`config.mk`:
```
export PLATFORM = sky130hd
export DESIGN_NAME = usb_tx_packet_sequencer
export DESIGN_NICKNAME = d
export VERILOG_FILES = /design/src/rtl/usb_tx_pkg.sv /design/src/rtl/tx_byte_prefetch.sv /design/src/rtl/usb_tx_packet_sequencer.sv
export SDC_FILE = /design/constraint.sdc
export NUM_CORES = 1
export LEC_CHECK = 0
export BUFFER_PORTS_ARGS = -buffer_cell sky130_fd_sc_hd__buf_2
export CORE_MARGIN = 2
export CORE_UTILIZATION = 58
export DETAILED_ROUTE_END_ITERATION = 7
export GPL_TIMING_DRIVEN = 0
export HOLD_SLACK_MARGIN = 0.03
export PLACE_DENSITY = 0.8
export SYNTH_ARGS = -nofsm -noshare
export SYNTH_HDL_FRONTEND = slang
export SYNTH_SLANG_ARGS = --single-unit
```
`constraint.sdc`:
```
create_clock -name clock -period 3.1 [get_ports clock]
set_input_delay 0.93 -clock clock [delete_from_list [all_inputs] [get_ports clock]]
set_output_delay 0.93 -clock clock [all_outputs]
set_load 0.02 [all_outputs]
```
`src/rtl/usb_tx_pkg.sv`:
```
// ----------------------------------------------------------------------------
// usb_tx_pkg
// Shared definitions for the USB transmit bit pipeline (packet sequencer,
// CRC generator and bit-stuffer).
//   tx_state_e   : packet sequencer FSM states
//   tx_phase_e   : field currently on the serial stream (NONE/SYNC/PID/DATA)
//   SYNC_PATTERN : SYNC byte, sent LSB first so the line sees 0000_0001
//   pid_byte()   : builds the PID byte {~pid, pid} from the PID nibble
// ----------------------------------------------------------------------------
package usb_tx_pkg;

    localparam logic [7:0] SYNC_PATTERN = 8'h80;

    typedef enum logic [2:0] {
        ST_IDLE = 3'd0,
        ST_SYNC = 3'd1,
        ST_PID  = 3'd2,
        ST_DATA = 3'd3,
        ST_EOP  = 3'd4,
        ST_ERR  = 3'd5
    } tx_state_e;

    typedef enum logic [1:0] {
        PH_NONE = 2'd0,
        PH_SYNC = 2'd1,
        PH_PID  = 2'd2,
        PH_DATA = 2'd3
    } tx_phase_e;

    // The upper nibble carries the check bits (one's complement of the PID).
    function automatic logic [7:0] pid_byte(input logic [3:0] pid);
        return {~pid, pid};
    endfunction

endpackage

```
`src/rtl/tx_byte_prefetch.sv`:
```
// ----------------------------------------------------------------------------
// tx_byte_prefetch
// One-byte prefetch buffer between the payload source and the sequencer's
// shift register.
//   clock, reset : clock and synchronous active-high reset
//   clear        : empties the buffer (used when a packet is aborted)
//   fill_en      : sequencer still wants bytes for the current packet
//   byte_in      : payload byte from the source
//   byte_valid   : byte_in is valid
//   byte_ready   : buffer can take a byte this cycle
//   drain        : sequencer consumes the buffered byte this cycle
//   full         : buffer holds a byte
//   buf_data     : buffered byte
// ----------------------------------------------------------------------------
module tx_byte_prefetch (
    input  logic       clock,
    input  logic       reset,
    input  logic       clear,
    input  logic       fill_en,
    input  logic [7:0] byte_in,
    input  logic       byte_valid,
    output logic       byte_ready,
    input  logic       drain,
    output logic       full,
    output logic [7:0] buf_data
);

    logic       full_q;
    logic [7:0] data_q;
    logic       fill;

    assign byte_ready = fill_en & ~full_q;
    assign fill       = byte_valid & byte_ready;
    assign full       = full_q;
    assign buf_data   = data_q;

    // Fill wins over drain: a byte arriving in the same cycle as a drain
    // leaves the buffer full with the new byte.
    always_ff @(posedge clock) begin
        if (reset || clear) begin
            full_q <= 1'b0;
        end else if (fill) begin
            full_q <= 1'b1;
        end else if (drain) begin
            full_q <= 1'b0;
        end
    end

    // Payload storage carries no reset; full_q qualifies it.
    always_ff @(posedge clock) begin
        if (fill) begin
            data_q <= byte_in;
        end
    end

endmodule

```
`src/rtl/usb_tx_packet_sequencer.sv`:
```
// ----------------------------------------------------------------------------
// usb_tx_packet_sequencer
// Serialises one USB packet (SYNC, PID, payload bytes, LSB first) into the
// transmit bit pipeline and then requests EOP from the line driver.
//   clock, reset           : clock and synchronous active-high reset
//   pkt_start/pid/len      : packet request from the protocol handler
//   pkt_busy/done/err      : packet status back to the protocol handler
//   byte_in/valid/ready    : payload byte handshake (one-byte prefetch)
//   bs_ready               : downstream accepts the current bit (0 = hold)
//   out_bit/valid/phase    : serial bit stream and field tag for CRC/stuffer
//   eop_req                : one-cycle EOP request
// ----------------------------------------------------------------------------
module usb_tx_packet_sequencer
    import usb_tx_pkg::*;
#(
    parameter int MAX_BYTES = 64,
    parameter int LEN_W     = 7
) (
    input  logic             clock,
    input  logic             reset,
    input  logic             pkt_start,
    input  logic [3:0]       pkt_pid,
    input  logic [LEN_W-1:0] pkt_len,
    output logic             pkt_busy,
    output logic             pkt_done,
    output logic             pkt_err,
    input  logic [7:0]       byte_in,
    input  logic             byte_valid,
    output logic             byte_ready,
    input  logic             bs_ready,
    output logic             out_bit,
    output logic             out_valid,
    output logic [1:0]       out_phase,
    output logic             eop_req
);

    tx_state_e        state_q;
    tx_phase_e        phase_q;
    logic             busy_q;
    logic             done_q;
    logic             err_q;
    logic             eop_q;
    logic             valid_q;
    logic [2:0]       bit_cnt_q;
    logic [LEN_W-1:0] sent_cnt_q;
    logic [LEN_W-1:0] fetch_cnt_q;

    logic [7:0]       shreg_q;
    logic [3:0]       pid_q;
    logic [LEN_W-1:0] len_q;

    logic             len_bad;
    logic             start_ok;
    logic             adv;
    logic             byte_end;
    logic             sync_last;
    logic             need_byte;
    logic             drain;
    logic             fetch_en;
    logic             fill;
    logic             buf_clear;
    logic             buf_full;
    logic [7:0]       buf_data;

    assign len_bad   = (pkt_len > LEN_W'(MAX_BYTES));
    assign start_ok  = (state_q == ST_IDLE) && pkt_start && !len_bad;

    // A bit only moves when it is on the wire and downstream takes it.
    assign adv       = valid_q & bs_ready;
    assign byte_end  = adv && (bit_cnt_q == 3'd7);
    assign sync_last = byte_end && (state_q == ST_SYNC);

    // Byte boundaries that must pull the next payload byte from the buffer:
    // end of PID with a non-empty payload, or end of a non-final data byte.
    assign need_byte = byte_end &&
                       (((state_q == ST_PID)  && (len_q != '0)) ||
                        ((state_q == ST_DATA) && (sent_cnt_q != len_q)));
    assign drain     = need_byte & buf_full;

    // Fetching stops once every payload byte has been taken; EOP/ERR never
    // accept bytes because the buffer is about to be abandoned.
    assign fetch_en  = busy_q &&
                       ((state_q == ST_SYNC) || (state_q == ST_PID) ||
                        (state_q == ST_DATA)) &&
                       (fetch_cnt_q < len_q);
    assign fill      = byte_valid & byte_ready;
    assign buf_clear = (state_q == ST_ERR);

    tx_byte_prefetch u_prefetch (
        .clock      (clock),
        .reset      (reset),
        .clear      (buf_clear),
        .fill_en    (fetch_en),
        .byte_in    (byte_in),
        .byte_valid (byte_valid),
        .byte_ready (byte_ready),
        .drain      (drain),
        .full       (buf_full),
        .buf_data   (buf_data)
    );

    // Control FSM, counters and registered status outputs.
    always_ff @(posedge clock) begin
        if (reset) begin
            state_q     <= ST_IDLE;
            phase_q     <= PH_NONE;
            busy_q      <= 1'b0;
            done_q      <= 1'b0;
            err_q       <= 1'b0;
            eop_q       <= 1'b0;
            valid_q     <= 1'b0;
            bit_cnt_q   <= 3'd0;
            sent_cnt_q  <= '0;
            fetch_cnt_q <= '0;
        end else begin
            done_q <= 1'b0;
            err_q  <= 1'b0;
            eop_q  <= 1'b0;

            if (fill) begin
                fetch_cnt_q <= fetch_cnt_q + LEN_W'(1);
            end

            case (state_q)
                ST_IDLE: begin
                    if (pkt_start) begin
                        busy_q <= 1'b1;
                        if (len_bad) begin
                            state_q <= ST_ERR;
                            err_q   <= 1'b1;
                        end else begin
                            state_q     <= ST_SYNC;
                            phase_q     <= PH_SYNC;
                            valid_q     <= 1'b1;
                            bit_cnt_q   <= 3'd0;
                            sent_cnt_q  <= '0;
                            fetch_cnt_q <= '0;
                        end
                    end
                end

                ST_SYNC: begin
                    if (adv) begin
                        bit_cnt_q <= bit_cnt_q + 3'd1;
                        if (bit_cnt_q == 3'd7) begin
                            state_q <= ST_PID;
                            phase_q <= PH_PID;
                        end
                    end
                end

                ST_PID: begin
                    if (adv) begin
                        if (bit_cnt_q != 3'd7) begin
                            bit_cnt_q <= bit_cnt_q + 3'd1;
                        end else if (len_q == '0) begin
                            state_q <= ST_EOP;
                            phase_q <= PH_NONE;
                            valid_q <= 1'b0;
                            eop_q   <= 1'b1;
                            done_q  <= 1'b1;
                        end else if (buf_full) begin
                            state_q    <= ST_DATA;
                            phase_q    <= PH_DATA;
                            bit_cnt_q  <= 3'd0;
                            sent_cnt_q <= sent_cnt_q + LEN_W'(1);
                        end else begin
                            state_q <= ST_ERR;
                            phase_q <= PH_NONE;
                            valid_q <= 1'b0;
                            err_q   <= 1'b1;
                        end
                    end
                end

                ST_DATA: begin
                    if (adv) begin
                        if (bit_cnt_q != 3'd7) begin
                            bit_cnt_q <= bit_cnt_q + 3'd1;
                        end else if (sent_cnt_q == len_q) begin
                            state_q <= ST_EOP;
                            phase_q <= PH_NONE;
                            valid_q <= 1'b0;
                            eop_q   <= 1'b1;
                            done_q  <= 1'b1;
                        end else if (buf_full) begin
                            bit_cnt_q  <= 3'd0;
                            sent_cnt_q <= sent_cnt_q + LEN_W'(1);
                        end else begin
                            // Starved at a byte boundary: abort without
                            // advancing the bit.
                            state_q <= ST_ERR;
                            phase_q <= PH_NONE;
                            valid_q <= 1'b0;
                            err_q   <= 1'b1;
                        end
                    end
                end

                ST_EOP, ST_ERR: begin
                    state_q <= ST_IDLE;
                    busy_q  <= 1'b0;
                end

                default: begin
                    state_q <= ST_IDLE;
                    phase_q <= PH_NONE;
                    busy_q  <= 1'b0;
                    valid_q <= 1'b0;
                end
            endcase
        end
    end

    // Serial datapath: the shift register always presents the current bit
    // in bit 0 and is reloaded at each field/byte boundary.
    always_ff @(posedge clock) begin
        if (start_ok) begin
            shreg_q <= SYNC_PATTERN;
            pid_q   <= pkt_pid;
            len_q   <= pkt_len;
        end else if (sync_last) begin
            shreg_q <= pid_byte(pid_q);
        end else if (drain) begin
            shreg_q <= buf_data;
        end else if (adv) begin
            shreg_q <= {1'b0, shreg_q[7:1]};
        end
    end

    assign pkt_busy  = busy_q;
    assign pkt_done  = done_q;
    assign pkt_err   = err_q;
    assign eop_req   = eop_q;
    assign out_valid = valid_q;
    assign out_phase = phase_q;
    // Gating with valid keeps the unreset shift register off the line.
    assign out_bit   = valid_q & shreg_q[0];

endmodule
```
Word-level counts from Yosys, hierarchy flattened
Cells that the tools add are included.

Register bits: 54. Word-level logic and storage cells: 166. Output and inout bits: 9.

Equality and inequality tests: 22. Add/sub/neg operators: 3. Bitwise operators: 10. Mux-type cells: 85. Reductions and logical operators: 30. Order comparisons: 2.

Operator list (count): 7-bit two-way mux (13); 3-bit two-way mux (22); 1-bit two-way mux (27); 2-bit two-way mux (12); 8-bit two-way mux (3); 3-bit case mux with 4 select lines (2); 7-bit case mux with 3 select lines (1); 2-bit != test (second input constant) (9); 8-bit AND reduction (2); 7-bit by 1-bit adder with 7-bit output (second input constant) (2); 3-bit != test (second input constant) (4); 2-bit case mux with 5 select lines (1); 10-bit AND reduction (1); 3-bit == test (second input constant) (3); 1-bit logical AND (9); 9-bit AND reduction (1); 7-bit == test (1); 7-bit greater-than comparator (second input constant) (1); 7-bit logical NOT (1); 7-bit < comparator (1); 7-bit != test (1); 7-bit AND reduction (1); 7-bit nonzero test (1); 3-bit by 2-bit == test with 1-bit output (second input constant) (2); 18 further kinds (31).

Depth between registers and ports, before layout
Word-level depth: 11. Depth in mapped cells: 9. Mapped depth without buffers: 9.

Hierarchy
A second synthesis with hierarchy kept.

Cell total of the unflattened synthesis: 298. Area total of the unflattened synthesis: 2855.2 sq um.

Modules (own cells, without submodules): usb_tx_packet_sequencer (cells an instance 284, instances 1, area an instance 2543.7 sq um, sequential area each 1011.0 sq um); tx_byte_prefetch (cells an instance 14, instances 1, area an instance 311.5 sq um, sequential area each 260.2 sq um).

Worst setup path before layout
No wires, ideal clock.

Kind: input to register. From: input port pkt_len[0]. To: register shreg_q[3]. Arrival: 2.670 ns. Buffers on the path: 1. Path slack: 0.297 ns. Cell stages on the path: 7. Library setup time: 0.134 ns. Cell sequence: or4_1 > o31a_1 > nor3_1 > buf_2 > nor2_1 > o21ai_0 > o22ai_1.

Word-level cells in the longest chain between the ends: 3.

Ends and longest elaborated chain: start: declaration (line usb_tx_packet_sequencer.sv:23) `input logic [LEN_W-1:0] pkt_len,`; 7-bit greater-than comparator (line usb_tx_packet_sequencer.sv:65) `assign len_bad = (pkt_len > LEN_W'(MAX_BYTES));`; 1-bit logical NOT (line usb_tx_packet_sequencer.sv:66) `assign start_ok = (state_q == ST_IDLE) && pkt_start && !len_bad;`; 1-bit logical AND (line usb_tx_packet_sequencer.sv:66); named net start_ok (line usb_tx_packet_sequencer.sv:53) `logic start_ok;`; end signal: assignment (line usb_tx_packet_sequencer.sv:223) `shreg_q <= pid_byte(pid_q);`; end signal: assignment (line usb_tx_packet_sequencer.sv:225) `shreg_q <= buf_data;`; end signal: assignment (line usb_tx_packet_sequencer.sv:227) `shreg_q <= {1'b0, shreg_q[7:1]};`; end: declaration (line usb_tx_packet_sequencer.sv:48) `logic [7:0] shreg_q;`.

The timed path passes the listed nets, and every way through them passes these cells. A chain may end at the register's enable or synchronous reset.

Worst setup path in the final report
Ends and elaborated chain as after synthesis.

==> summary.txt <==
CTS tree - built
unrepaired setup endpoints after global routing - no
post-route ant nets - 0
Synth Register Bits - 54
HPWL after DPL - 4160 microns
Top Family by Delay on Critical Path - simple AND/OR/NAND/NOR gates
Initial Utilization - 61.3%
worst path bufs/invs - 2
final cycle utilization of the critical path - 91.2%
Die Y - 72.6 microns
Post-synth ARST share - 0%
Worst setup EP type - flip-flop
critical path arrival - 3.02 ns
Critical R2R Launch - len_q[6]
Worst-Margin Slew - 0.725 ns
Setup CP Type - primary input to flip-flop
mapped cell area - 2730 sq um
DR vias - 2258
Port Buf Inserts - 32
final setup violation count - 0
number of antenna violations at the first check in global routing - 0
residual DRC count - 0
leakage - 0.00122 uW
n_diodes - 0
first-pass GRT wire length - 9400 microns
row count - 24
I/O pin total - 33
Die Wd - 72.6 microns
Post-Synthesis Cells - 285
syn nets - 319
total CTS buffers - 5
max_slew headroom - 51.1%
largest net degree at the start of global routing - 21
origin of the worst min-delay path - out_phase[0]
Seq/Total Area, Yosys - 46.6%
Max-cap violations - 0
CTS H-tree depth - 2
share of layout cells above drive strength 1 - 16.3%
Worst Hold Class - flip-flop to flip-flop
initial DRC count - 189
placed cell area - 2950 sq um
Crit path required time - 3.29 ns
status - completed
Max Buffers Root-to-Sink - 2
NumNets Final - 358
number of global-route vias before repair - 2094
crit path from - pkt_len[0]
Reg2Reg Depth - 9
Syn. warnings - 0
Max stage delay cell, worst path - or4_1
Initial DRT Pass Iterations - 4
postcts setup bufs - 0
Total GRT Usage - 22.7%
WP depth - 8
CP Max Fanout - 20
total gr overflow - 0
Area Growth Syn to Fin - 12.0%
Startpoint Class - primary input
fin area - 3050 sq um
fin crit period - 2.83 ns
die footprint - 5260 sq um
per-cell routed wire length - 15.1 microns
wirelength, routed - 5710 microns
Core Box Area - 4440 sq um
EDFF count, synth - 19
Unique masters post-synth - 48
GP Congestion - 0.914
crit path cell chain - buf_2 -> or4_1 -> o31a_1 -> nor3_2 -> buf_2 -> nor2_1 -> o21ai_0 -> o22ai_1
CTS sink cnt - 54
ys flop type - dfxtp_1
crit-path most repeated cell - buf_2
Worst path max stage delay - 0.51 ns
Core Util, Final - 68.7%
Via density - 5.99
synthesized area per cell - 9.57 sq um
CTS Root Cell - clkbuf_8
power density over the cells - 449 nW/um^2
Pins Over Slew Limit - 0
clock-pin slew on the worst setup and hold paths - 0.10 ns
Fin Setup TNS - 0 ns
VDD IR-drop max - 0.000383 V
post-route clock skew - 0.00625 ns
Max Fclk - 354 MHz
final count of hold timing violations - 0
clock latency at the later pin of the worst-skew pair - 0.31 ns
hold depth - 2
filler instances - 361
[cell usage in the layout (no fill, tap or decap), types with 3 or more instances in the layout]
master and count:
a211o_1 3, a211oi_1 3, a21oi_1 15, a22oi_1 4
buf_2 34, clkbuf_1 4, clkbuf_8 5, dfxtp_1 35
edfxtp_1 19, ha_1 10, inv_1 11, mux2i_1 12
nand2_1 24, nand2b_1 8, nand3_1 12, nand4_1 3
nor2_1 26, nor3_1 4, nor4_1 3, o211ai_1 5
o21a_1 6, o21ai_0 12, o22ai_1 7, or2_2 4
or4_1 8, xor2_1 10
[power breakdown]
group	internal, uW	switching, uW
sequential	764	26.3
combinational	68.6	96.8
clock	169	248
total	1000	371
[path summary, 6_finish.rpt]
kind | to | slack [ns]
max | shreg_q[3] | 0.27
min | out_phase[0] | 0.45
max reg2reg | u_prefetch.full | 0.66
min reg2reg | out_phase[0] | 0.45
[per-stage QoR]
stage | worst slack [ns] | std cells | hold slack [ns] | power, uW
after global placement | -0.214 | 369 | 0.437 | 965
after floorplan | 0.297 | 285 | 0.452 | 914
final | 0.272 | 377 | 0.455 | 1370
after global routing | 0.141 | 377 | 0.471 | 1440
after detailed placement | -0.225 | 369 | 0.445 | 970
after CTS | 0.0884 | 377 | 0.458 | 1380
[per-layer routing]
metal	share of wire, %	vias to the layer above	GRT usage [%]
met5	0	-	0
li1	-	1139	-
met4	2.2	0	6.79
met2	47	77	37.5
met1	46	1027	30.1
met3	5.4	15	5.00
[flip-flops by register name, summed over array words and instances, names as in the netlist]
register             count
shreg_q                  8
u_prefetch.buf_data      8
fetch_cnt_q              7
len_q                    7
sent_cnt_q               7
pid_q                    4
bit_cnt_q                3
state_q                  3
out_phase                2
eop_req                  1
out_valid                1
pkt_busy                 1
pkt_err                  1
u_prefetch.full          1
[worst reg2reg max path, delay by kind of cell, from the launching register on]
family	cells	cell delay [ns]
AO/OA/AOI/OAI	3	0.59
adder cells (fa/ha/maj)	1	0.17
buffers and inverters	2	0.46
flip-flops	1	0.42
AND/OR/NAND/NOR	3	0.70
[synthesized netlist by cell type (2+ instances only)]
library cell,instances,area [sq um]
nor2_1,26,97.6
mux2i_1,12,120
nor3b_1,2,15.0
a211oi_1,3,22.5
or4_1,8,60.1
inv_1,11,41.3
nand4_1,3,18.8
o21ai_0,12,60.1
nand3b_1,2,15.0
ha_1,10,125
o21a_1,6,45.0
nor3_1,5,25.0
and3_1,2,12.5
o31ai_1,2,15.0
o211ai_1,5,37.5
buf_4,2,15.0
nand4b_1,2,17.5
nand2b_1,8,50.1
and2_1,2,12.5
xnor2_1,2,17.5
xor2_1,10,87.6
or2_2,4,25.0
o22ai_1,7,43.8
a21oi_1,15,75.1
a31oi_1,2,12.5
nand2_1,24,90.1
or3_1,2,12.5
dfxtp_1,35,701
buf_2,2,10.0
nor2b_1,2,12.5
edfxtp_1,19,571
a211o_1,3,26.3
nand3_1,12,60.1
a22oi_1,4,30.0
nor4_1,3,18.8
clkbuf_1,4,15.0
[repair_timing]
action                                  in CTS  in global routing
hold buffers                                 0                  0
endpoints found under the setup margin       0                  1
gates resized for setup                      0                  1
[cell type report]
type | instances | area, sq um | share of cell area [%]
Multi-Input combinational cell | 212 | 1380 | 45.1
Buffer | 8 | 40.0 | 1.31
Inverter | 11 | 41.3 | 1.35
Sequential cell | 54 | 1270 | 41.6
Tap cell | 52 | 65.1 | 2.13
Clock buffer | 5 | 68.8 | 2.25
Timing Repair Buffer | 32 | 160 | 5.24
Clock inverter | 3 | 28.8 | 0.942
[logic make-up (layout without fill, tap and decap cells)]
logic type | after synthesis | count (layout) | synth area share (%)
AOI/OAI and AO/OA | 68 | 68 | 16.8
xor gates and xnor gates | 12 | 12 | 3.85
adders and majority gates | 10 | 10 | 4.59
buffers and inverters | 19 | 59 | 2.98
DFF | 54 | 54 | 46.6
muxes | 12 | 12 | 4.41
and+or+nand+nor | 110 | 110 | 20.8
Note: power is estimated with default switching activity, not from simulation.
